`src/rtl/pkt_disp_pkg.sv`:
```
// Shared types and default widths for the multi-channel packet dispatcher.
package pkt_disp_pkg;

  typedef enum logic [1:0] {
    IDLE = 2'd0,
    FWD  = 2'd1,
    DROP = 2'd2
  } state_e;

  localparam int unsigned DATA_W_DEF   = 32;
  localparam int unsigned NUM_CH_DEF   = 4;
  localparam int unsigned DEST_LSB_DEF = 24;
  localparam int unsigned DEST_W_DEF   = 4;
  localparam int unsigned CNT_W        = 16;

endpackage

```
`src/rtl/pkt_disp_sat_cnt.sv`:
```
// Saturating event counter with synchronous clear; used for dispatcher statistics.
module pkt_disp_sat_cnt
  import pkt_disp_pkg::*;
#(
  parameter int unsigned W = CNT_W
) (
  input  logic         clk,
  input  logic         rst_n,
  input  logic         inc_i,
  input  logic         clr_i,
  output logic [W-1:0] cnt_o
);

  logic [W-1:0] cnt_q;

  always_ff @(posedge clk or negedge rst_n) begin
    if (!rst_n) begin
      cnt_q <= '0;
    end else if (clr_i) begin
      cnt_q <= '0;
    end else if (inc_i && (cnt_q != '1)) begin
      cnt_q <= cnt_q + W'(1);
    end
  end

  assign cnt_o = cnt_q;

endmodule

```
`src/rtl/packet_dispatcher_mc.sv`:
```
// Routes whole Avalon-ST packets to one of NUM_CH channels by a sop-beat destination field.
// Define PACKET_DISPATCHER_STATS_EN to add per-channel packet, drop and error counters.
module packet_dispatcher_mc
  import pkt_disp_pkg::*;
#(
  parameter int unsigned DATA_W   = DATA_W_DEF,
  parameter int unsigned NUM_CH   = NUM_CH_DEF,
  parameter int unsigned DEST_LSB = DEST_LSB_DEF,
  parameter int unsigned DEST_W   = DEST_W_DEF
) (
  input  logic                    clock_clk,
  input  logic                    reset_reset_n,
  input  logic [DATA_W-1:0]       snk_data,
  input  logic                    snk_valid,
  input  logic                    snk_sop,
  input  logic                    snk_eop,
  output logic                    snk_ready,
  output logic [DATA_W-1:0]       src_data,
  output logic                    src_sop,
  output logic                    src_eop,
  output logic [NUM_CH-1:0]       src_valid,
  input  logic [NUM_CH-1:0]       src_ready,
`ifdef PACKET_DISPATCHER_STATS_EN
  input  logic                    stats_clr,
  output logic [NUM_CH*CNT_W-1:0] pkt_count,
  output logic [CNT_W-1:0]        drop_count,
  output logic [CNT_W-1:0]        err_count,
`endif
  output logic                    drop_pulse
);

  localparam int unsigned      CH_W     = (NUM_CH > 1) ? $clog2(NUM_CH) : 1;
  localparam logic [DEST_W:0]  NUM_CH_X = (DEST_W+1)'(NUM_CH);

  state_e              state_q, state_d;
  logic [CH_W-1:0]     cur_ch_q, cur_ch_d;
  logic [DATA_W-1:0]   data_q;
  logic                sop_q, eop_q, drop_q;
  logic [NUM_CH-1:0]   valid_q;
  logic                push, drop_d, accept, pop;
  logic [CH_W-1:0]     push_ch;
  logic [DEST_W-1:0]   dest;
  logic                dest_ok;

  assign dest    = snk_data[DEST_LSB +: DEST_W];
  assign dest_ok = ((DEST_W+1)'(dest) < NUM_CH_X);
  assign pop     = |(valid_q & src_ready);

  // Ready while the output slot is empty or draining this cycle; drops never stall.
  assign snk_ready = reset_reset_n & ((state_q == DROP) | ~(|valid_q) | pop);
  assign accept    = snk_valid & snk_ready;

  always_ff @(posedge clock_clk or negedge reset_reset_n) begin
    if (!reset_reset_n) begin
      state_q  <= IDLE;
      cur_ch_q <= '0;
    end else begin
      state_q  <= state_d;
      cur_ch_q <= cur_ch_d;
    end
  end

  always_comb begin
    state_d  = state_q;
    cur_ch_d = cur_ch_q;
    push     = 1'b0;
    push_ch  = cur_ch_q;
    drop_d   = 1'b0;
    case (state_q)
      IDLE: begin
        if (accept && snk_sop) begin
          if (dest_ok) begin
            push    = 1'b1;
            push_ch = CH_W'(dest);
            if (!snk_eop) begin
              cur_ch_d = CH_W'(dest);
              state_d  = FWD;
            end
          end else if (snk_eop) begin
            drop_d = 1'b1;
          end else begin
            state_d = DROP;
          end
        end
      end
      FWD: begin
        if (accept) begin
          push = 1'b1;
          if (snk_eop) state_d = IDLE;
        end
      end
      DROP: begin
        if (accept && snk_eop) begin
          drop_d  = 1'b1;
          state_d = IDLE;
        end
      end
      default: state_d = IDLE;
    endcase
  end

  // Single output slot; a push in the same cycle as a pop reloads without a bubble.
  always_ff @(posedge clock_clk or negedge reset_reset_n) begin
    if (!reset_reset_n) begin
      data_q  <= '0;
      sop_q   <= 1'b0;
      eop_q   <= 1'b0;
      valid_q <= '0;
      drop_q  <= 1'b0;
    end else begin
      drop_q <= drop_d;
      if (push) begin
        data_q  <= snk_data;
        sop_q   <= snk_sop;
        eop_q   <= snk_eop;
        valid_q <= NUM_CH'(1) << push_ch;
      end else if (pop) begin
        valid_q <= '0;
      end
    end
  end

  assign src_data   = data_q;
  assign src_sop    = sop_q;
  assign src_eop    = eop_q;
  assign src_valid  = valid_q;
  assign drop_pulse = drop_q;

`ifdef PACKET_DISPATCHER_STATS_EN
  logic [NUM_CH-1:0] eop_xfer_c;
  logic              err_c;

  assign eop_xfer_c = valid_q & src_ready & {NUM_CH{eop_q}};
  assign err_c      = accept & snk_sop & (state_q != IDLE);

  for (genvar c = 0; c < NUM_CH; c++) begin : g_pkt_cnt
    pkt_disp_sat_cnt #(.W(CNT_W)) u_pkt_cnt (
      .clk   (clock_clk),
      .rst_n (reset_reset_n),
      .inc_i (eop_xfer_c[c]),
      .clr_i (stats_clr),
      .cnt_o (pkt_count[c*CNT_W +: CNT_W])
    );
  end

  pkt_disp_sat_cnt #(.W(CNT_W)) u_drop_cnt (
    .clk   (clock_clk),
    .rst_n (reset_reset_n),
    .inc_i (drop_d),
    .clr_i (stats_clr),
    .cnt_o (drop_count)
  );

  pkt_disp_sat_cnt #(.W(CNT_W)) u_err_cnt (
    .clk   (clock_clk),
    .rst_n (reset_reset_n),
    .inc_i (err_c),
    .clr_i (stats_clr),
    .cnt_o (err_count)
  );
`endif

endmodule

```
`config.mk`:
```
export PLATFORM = sky130hd
export DESIGN_NAME = packet_dispatcher_mc
export DESIGN_NICKNAME = d
export VERILOG_FILES = /design/src/rtl/pkt_disp_pkg.sv /design/src/rtl/pkt_disp_sat_cnt.sv /design/src/rtl/packet_dispatcher_mc.sv
export SDC_FILE = /design/constraint.sdc
export NUM_CORES = 1
export LEC_CHECK = 0
export ABC_AREA = 1
export CORE_ASPECT_RATIO = 2
export CORE_MARGIN = 10
export CORE_UTILIZATION = 40
export DETAILED_ROUTE_END_ITERATION = 16
export GPL_TIMING_DRIVEN = 0
export PLACE_DENSITY_LB_ADDON = 0.12
export SLEW_MARGIN = 15
export SYNTH_ARGS = -nofsm -noshare
export SYNTH_HDL_FRONTEND = slang
export SYNTH_SLANG_ARGS = --single-unit
```
`constraint.sdc`:
```
create_clock -name clock_clk -period 2.1 [get_ports clock_clk]
set_input_delay 0.525 -clock clock_clk [delete_from_list [all_inputs] [get_ports clock_clk]]
set_output_delay 0.525 -clock clock_clk [all_outputs]
set_load 0.05 [all_outputs]
```
Word-level counts from Yosys, hierarchy flattened. Cells that the tools add are included. W data, S select, Z words.

Muxes and demuxes: 22. Order comparisons: 1. Reductions and logical operators: 8. Bitwise operators: 7. Shifts and indexed selects: 1. Equal/unequal tests: 7.

Operator list (count): $mux W2 (10); $mux W4 (2); $ne A2 B2 Y1 const B (4); $reduce_or A4 Y1 (2); $mux W1 (7); $pmux W2 S3 (1); $reduce_and A5 Y1 (1); $and A4 B4 Y4 (1); $lt A4 B3 Y1 const B (1); $pmux W1 S2 (2); $reduce_and A4 Y1 (1); $shl A1 B2 Y4 const A (1); $and A1 B1 Y1 (2); $eq A2 B1 Y1 const B (1); $eq A2 B2 Y1 const B (1); $logic_and A1 B1 Y1 (2); $logic_not A2 Y1 (1); $ne A2 B1 Y1 const B (1); $not A1 Y1 (2); $or A1 B1 Y1 (2); $reduce_bool A2 Y1 (1).

Register bits: 43. Logic and storage cells: 53. Output and inout bits: 40. Input port bits: 41.

Logic depth before layout (Yosys ltp). Gate-level depths: netlist (run 1).

Depth after elaboration: 11. Depth in mapped cells: 11.

Worst setup path after synthesis (run 1). No wires, ideal clock.

Kind: reg-to-output. Start point: reg valid_q[2] (netlist: src_valid[2]). End point: out snk_ready. Cell stages (with the launch flop): 5. Data required time: 1575 ps. Slack: -436 ps. Data arrival time: 2011 ps. Path through: dfrtp_1 nand2_1 nand2_1 nor2_1 a21boi_0.

Cells in the longest elaborated chain, start to end: 5.

Ends and longest elaborated chain: start, declared (line packet_dispatcher_mc.sv:39) `logic [NUM_CH-1:0] valid_q;`; start signal, assigned (line packet_dispatcher_mc.sv:116) `valid_q <= NUM_CH'(1) << push_ch;`; $reduce_or A4 Y1 (line packet_dispatcher_mc.sv:50) `assign snk_ready = reset_reset_n & ((state_q == DROP) | ~(|valid_q) | pop);`; $not A1 Y1 (line packet_dispatcher_mc.sv:50); $or A1 B1 Y1 (line packet_dispatcher_mc.sv:50); $or A1 B1 Y1 * (line packet_dispatcher_mc.sv:50); $and A1 B1 Y1 * (line packet_dispatcher_mc.sv:50); end, declared (line packet_dispatcher_mc.sv:17) `output logic snk_ready,`.

Every way passes the cells marked *; elsewhere a longest branch is shown, timed or not.

Final worst setup path (run 1).
Start point: in src_ready[2]. End point: out snk_ready.

Cells in the longest elaborated chain, start to end: 4.

Ends and longest elaborated chain: start, declared (line packet_dispatcher_mc.sv:22) `input logic [NUM_CH-1:0] src_ready,`; $and A4 B4 Y4 (line packet_dispatcher_mc.sv:47) `assign pop = |(valid_q & src_ready);`; $reduce_or A4 Y1 (line packet_dispatcher_mc.sv:47); $or A1 B1 Y1 (line packet_dispatcher_mc.sv:50); $and A1 B1 Y1 (line packet_dispatcher_mc.sv:50).

Every way passes these cells.

==> flow_summary.toml, run 1 <==
[place]
hpwlAfterDp_um = 4160
dpl.cell_count = 355
place_congestion = 0.835
portBuffers = 80

[clock_network]
clockRootBuffer = "clkbuf_8"
cts_setup_buffers = 0
clock_sinks = 43
worstSkewPairLatency_ps = 290
htreeDepth = 2
clk_path_buf_depth = 2
cts_buffers = 5
clkTransAtPathRegs_ps = 80
cts_hold_repair.buffers = 0
cts_tree = "built"

[synthesis]
synth_top_area_share_pct = 56.2
synth.most_common_cell = "nand2_1"
syn_inst = 219
syn-cell-area_sq_mm = 0.00191
synth_top_cells_by_area = "dfrtp_1, nand2_1, o21ai_1, inv_1, buf_6"
synth_seq_cells = 43
synth_top_family_by_area = "simple AND/OR/NAND/NOR gates"
ys.flop_type = "dfrtp_1"
ys.warnings.count = 0
synth_compound_area_share_pct = 13.2
syn-num-nets = 260
synthMuxAreaShare_pct = 0
synthArstFlopShare_pct = 100
yosysTopAreaCell = "dfrtp_1"
synth_cell_types = 23
seq_area_frac_synth_pct = 56.2
syn_area_per_cell_sq_um = 8.74
synth_commonest_cells = "nand2_1, dfrtp_1, inv_1"
yosys.area_share.simple_pct = 19.0
synth_edf_count = 0
synth_adder_area_share_pct = 0
synth_xor_area_share_pct = 0

[worst_setup_path]
crit_family = "buffers and inverters"
cp_common_cell = "nand2_1"
critPathMaxFanout = 3
slowest_delay_ps = 450
path_cells = "clkdlybuf4s50_1 > nand2_1 > nand2_1 > nor2_2 > a21boi_2 > buf_4"
critPathKind = "input port to output port"
critPathSlowestCell = "clkdlybuf4s50_1"
cp-start-kind = "input port"
setup.worst_path.end_class = "output port"
cp_data_required_time_ps = 1570
cp.arrival_ps = 1500
path_buf_inv = 2
rrSetupSlack_ps = 380

[cells_and_area]
synthToLayoutAreaGrowth_pct = 52.4
seq_area_sq_mm = 0.00108
fillerInstances = 427
final_nets = 348
multi_input_area_sq_um = 623
final_cell_count_no_fill = 362
drive_gt1_share_pct = 9.12
n_antenna_cell = 0

[route]
wl_um = 5260
detail_route.wl_per_cell_um = 14.5
remaining_drc_errors = 0
vias_per_cell = 4.57
first_pass_iters = 4
antenna_left = 0
drt_iter0_drc = 83
num_vias = 1653

[min_path]
worstHoldPathType = "input port to asynchronous set/reset pin"

[die]
die_y_um = 118
start_util_pct = 41.2
die_width_um = 68.9
num_rows = 35
core_sq_mm = 0.00464
ios = 81
die-area_sq_mm = 0.00812

[timing]
relSlewSlack_pct = 63.8
skew_ps = 4.72
finalSetupViolCount = 0
fin_crit_sh_pct = 96.3
timing.fmax_ghz = 0.494
tightest_slew_ps = 541
finalMaxSlewViolations = 0
finalHoldViolCount = 0
finalWorstPathRequiredPeriod_ps = 2020

[grt]
grt_util_all_layers_pct = 13.3
grt_max_degree = 29
grt_pass1_wl_um = 8440
grt_pass1_vias = 1647
antenna_found_initial = 0
grt_overflow = 0

[job]
max_cap_viol_count = 0

[power]
leakagePower_nw = 1.40
max-vdd-ir-drop_mv = 1.35
power_mw = 4.80
power_density_mw_per_mm2 = 1640

[run_status]
outcome = "finished clean"
## metrics by stage
step	utilization, %	instance area (sq um)	hold slack [ps]	setup WS [ps]	TNS (ps)
finish	62.9	2920	97.0	77.0	0
global route	62.9	2920	92.5	-2.60	-2.60
CTS	62.6	2910	94.0	9.35	0
detailed placement	60.4	2800	500	-646	-6070
global placement	60.1	2790	498	-2120	-102410
floorplan	-	1920	229	224	0
## state kept, by name, summed over array words and instances, names as in the netlist
register and flops:
src_sop 1, state_q 2, cur_ch_q 2, src_valid 4, src_data 32, src_eop 1, drop_pulse 1
## cells by family after synthesis
| logic type | after synthesis |
|---|---|
| AND/OR/NAND/NOR | 84 |
| buffers and inverters | 47 |
| AO/OA/AOI/OAI | 45 |
| flip-flops | 43 |
## report_power, final
group / internal, mW / leakage (nW) / switching (mW) / total [mW]
Sequential: 1.20 / 0.532 / 0.201 / 1.40
Clock: 0.349 / 0.0513 / 0.268 / 0.617
Combinational: 0.914 / 0.821 / 1.87 / 2.78
Total: 2.46 / 1.40 / 2.34 / 4.80
## routing by layer
layer / vias to the layer above / routed length (um) / global-route usage [%]
met5: - / 0 / 0
met4: 0 / 63 / 4.47
met3: 5 / 371 / 4.39
met2: 46 / 2940 / 23.2
met1: 749 / 1880 / 14.0
li1: 853 / - / -
## area by class of cell
class | count | share of cell area, %
sequential | 43 | 36.9
tap | 55 | 2.36
buffer | 7 | 2.44
inverter | 40 | 5.15
timing repair buffer | 81 | 28.3
multi-input combinational | 129 | 21.4
clock inverter | 1 | 1.03
clock buffer | 6 | 2.49
## repair_timing
| action | in CTS | in global routing |
|---|---|---|
| endpoints found under the setup margin | 1 | 4 |
| resized for setup | 8 | 4 |
| pin swaps | 0 | 0 |
## placed cells by master (no fill, tap or decap), types with 3 or more instances in the layout
| cell | instances |
|---|---|
| nand2_1 | 54 |
| o21ai_0 | 6 |
| nor2_1 | 13 |
| clkbuf_8 | 5 |
| nand3_1 | 7 |
| dlymetal6s2s_1 | 4 |
| dfrtp_1 | 43 |
| buf_6 | 5 |
| buf_4 | 4 |
| a21oi_1 | 3 |
| o21ai_1 | 30 |
| clkdlybuf4s50_1 | 74 |
| inv_1 | 39 |
## path summary, 6_finish.rpt
path	end	depth (start not counted)	start
setup / recovery	snk_ready	6	src_ready[2]
hold / removal	src_data[1]	1	reset_reset_n
setup reg to reg	src_data[18]	9	state_q[0]
hold reg to reg	cur_ch_q[0]	2	cur_ch_q[0]
max in group asynchronous	state_q[1]	2	reset_reset_n
min in group clock_clk	cur_ch_q[0]	2	cur_ch_q[0]
(Power assumes the default switching activity.)
==> inputs of run 2 (changes only) <==
--- a/config.mk
+++ b/config.mk
@@ -9,10 +9,12 @@
 export CORE_ASPECT_RATIO = 2
 export CORE_MARGIN = 10
 export CORE_UTILIZATION = 40
+export CTS_CLUSTER_SIZE = 25
 export DETAILED_ROUTE_END_ITERATION = 16
 export GPL_TIMING_DRIVEN = 0
 export PLACE_DENSITY_LB_ADDON = 0.12
 export SLEW_MARGIN = 15
 export SYNTH_ARGS = -nofsm -noshare
 export SYNTH_HDL_FRONTEND = slang
+export SYNTH_HIERARCHICAL = 1
 export SYNTH_SLANG_ARGS = --single-unit
==> results of run 2 <==
The final DEF is identical to that of run 1; final timing and power are the same.
Among the figures that moved: Yosys warning count 0 -> 6
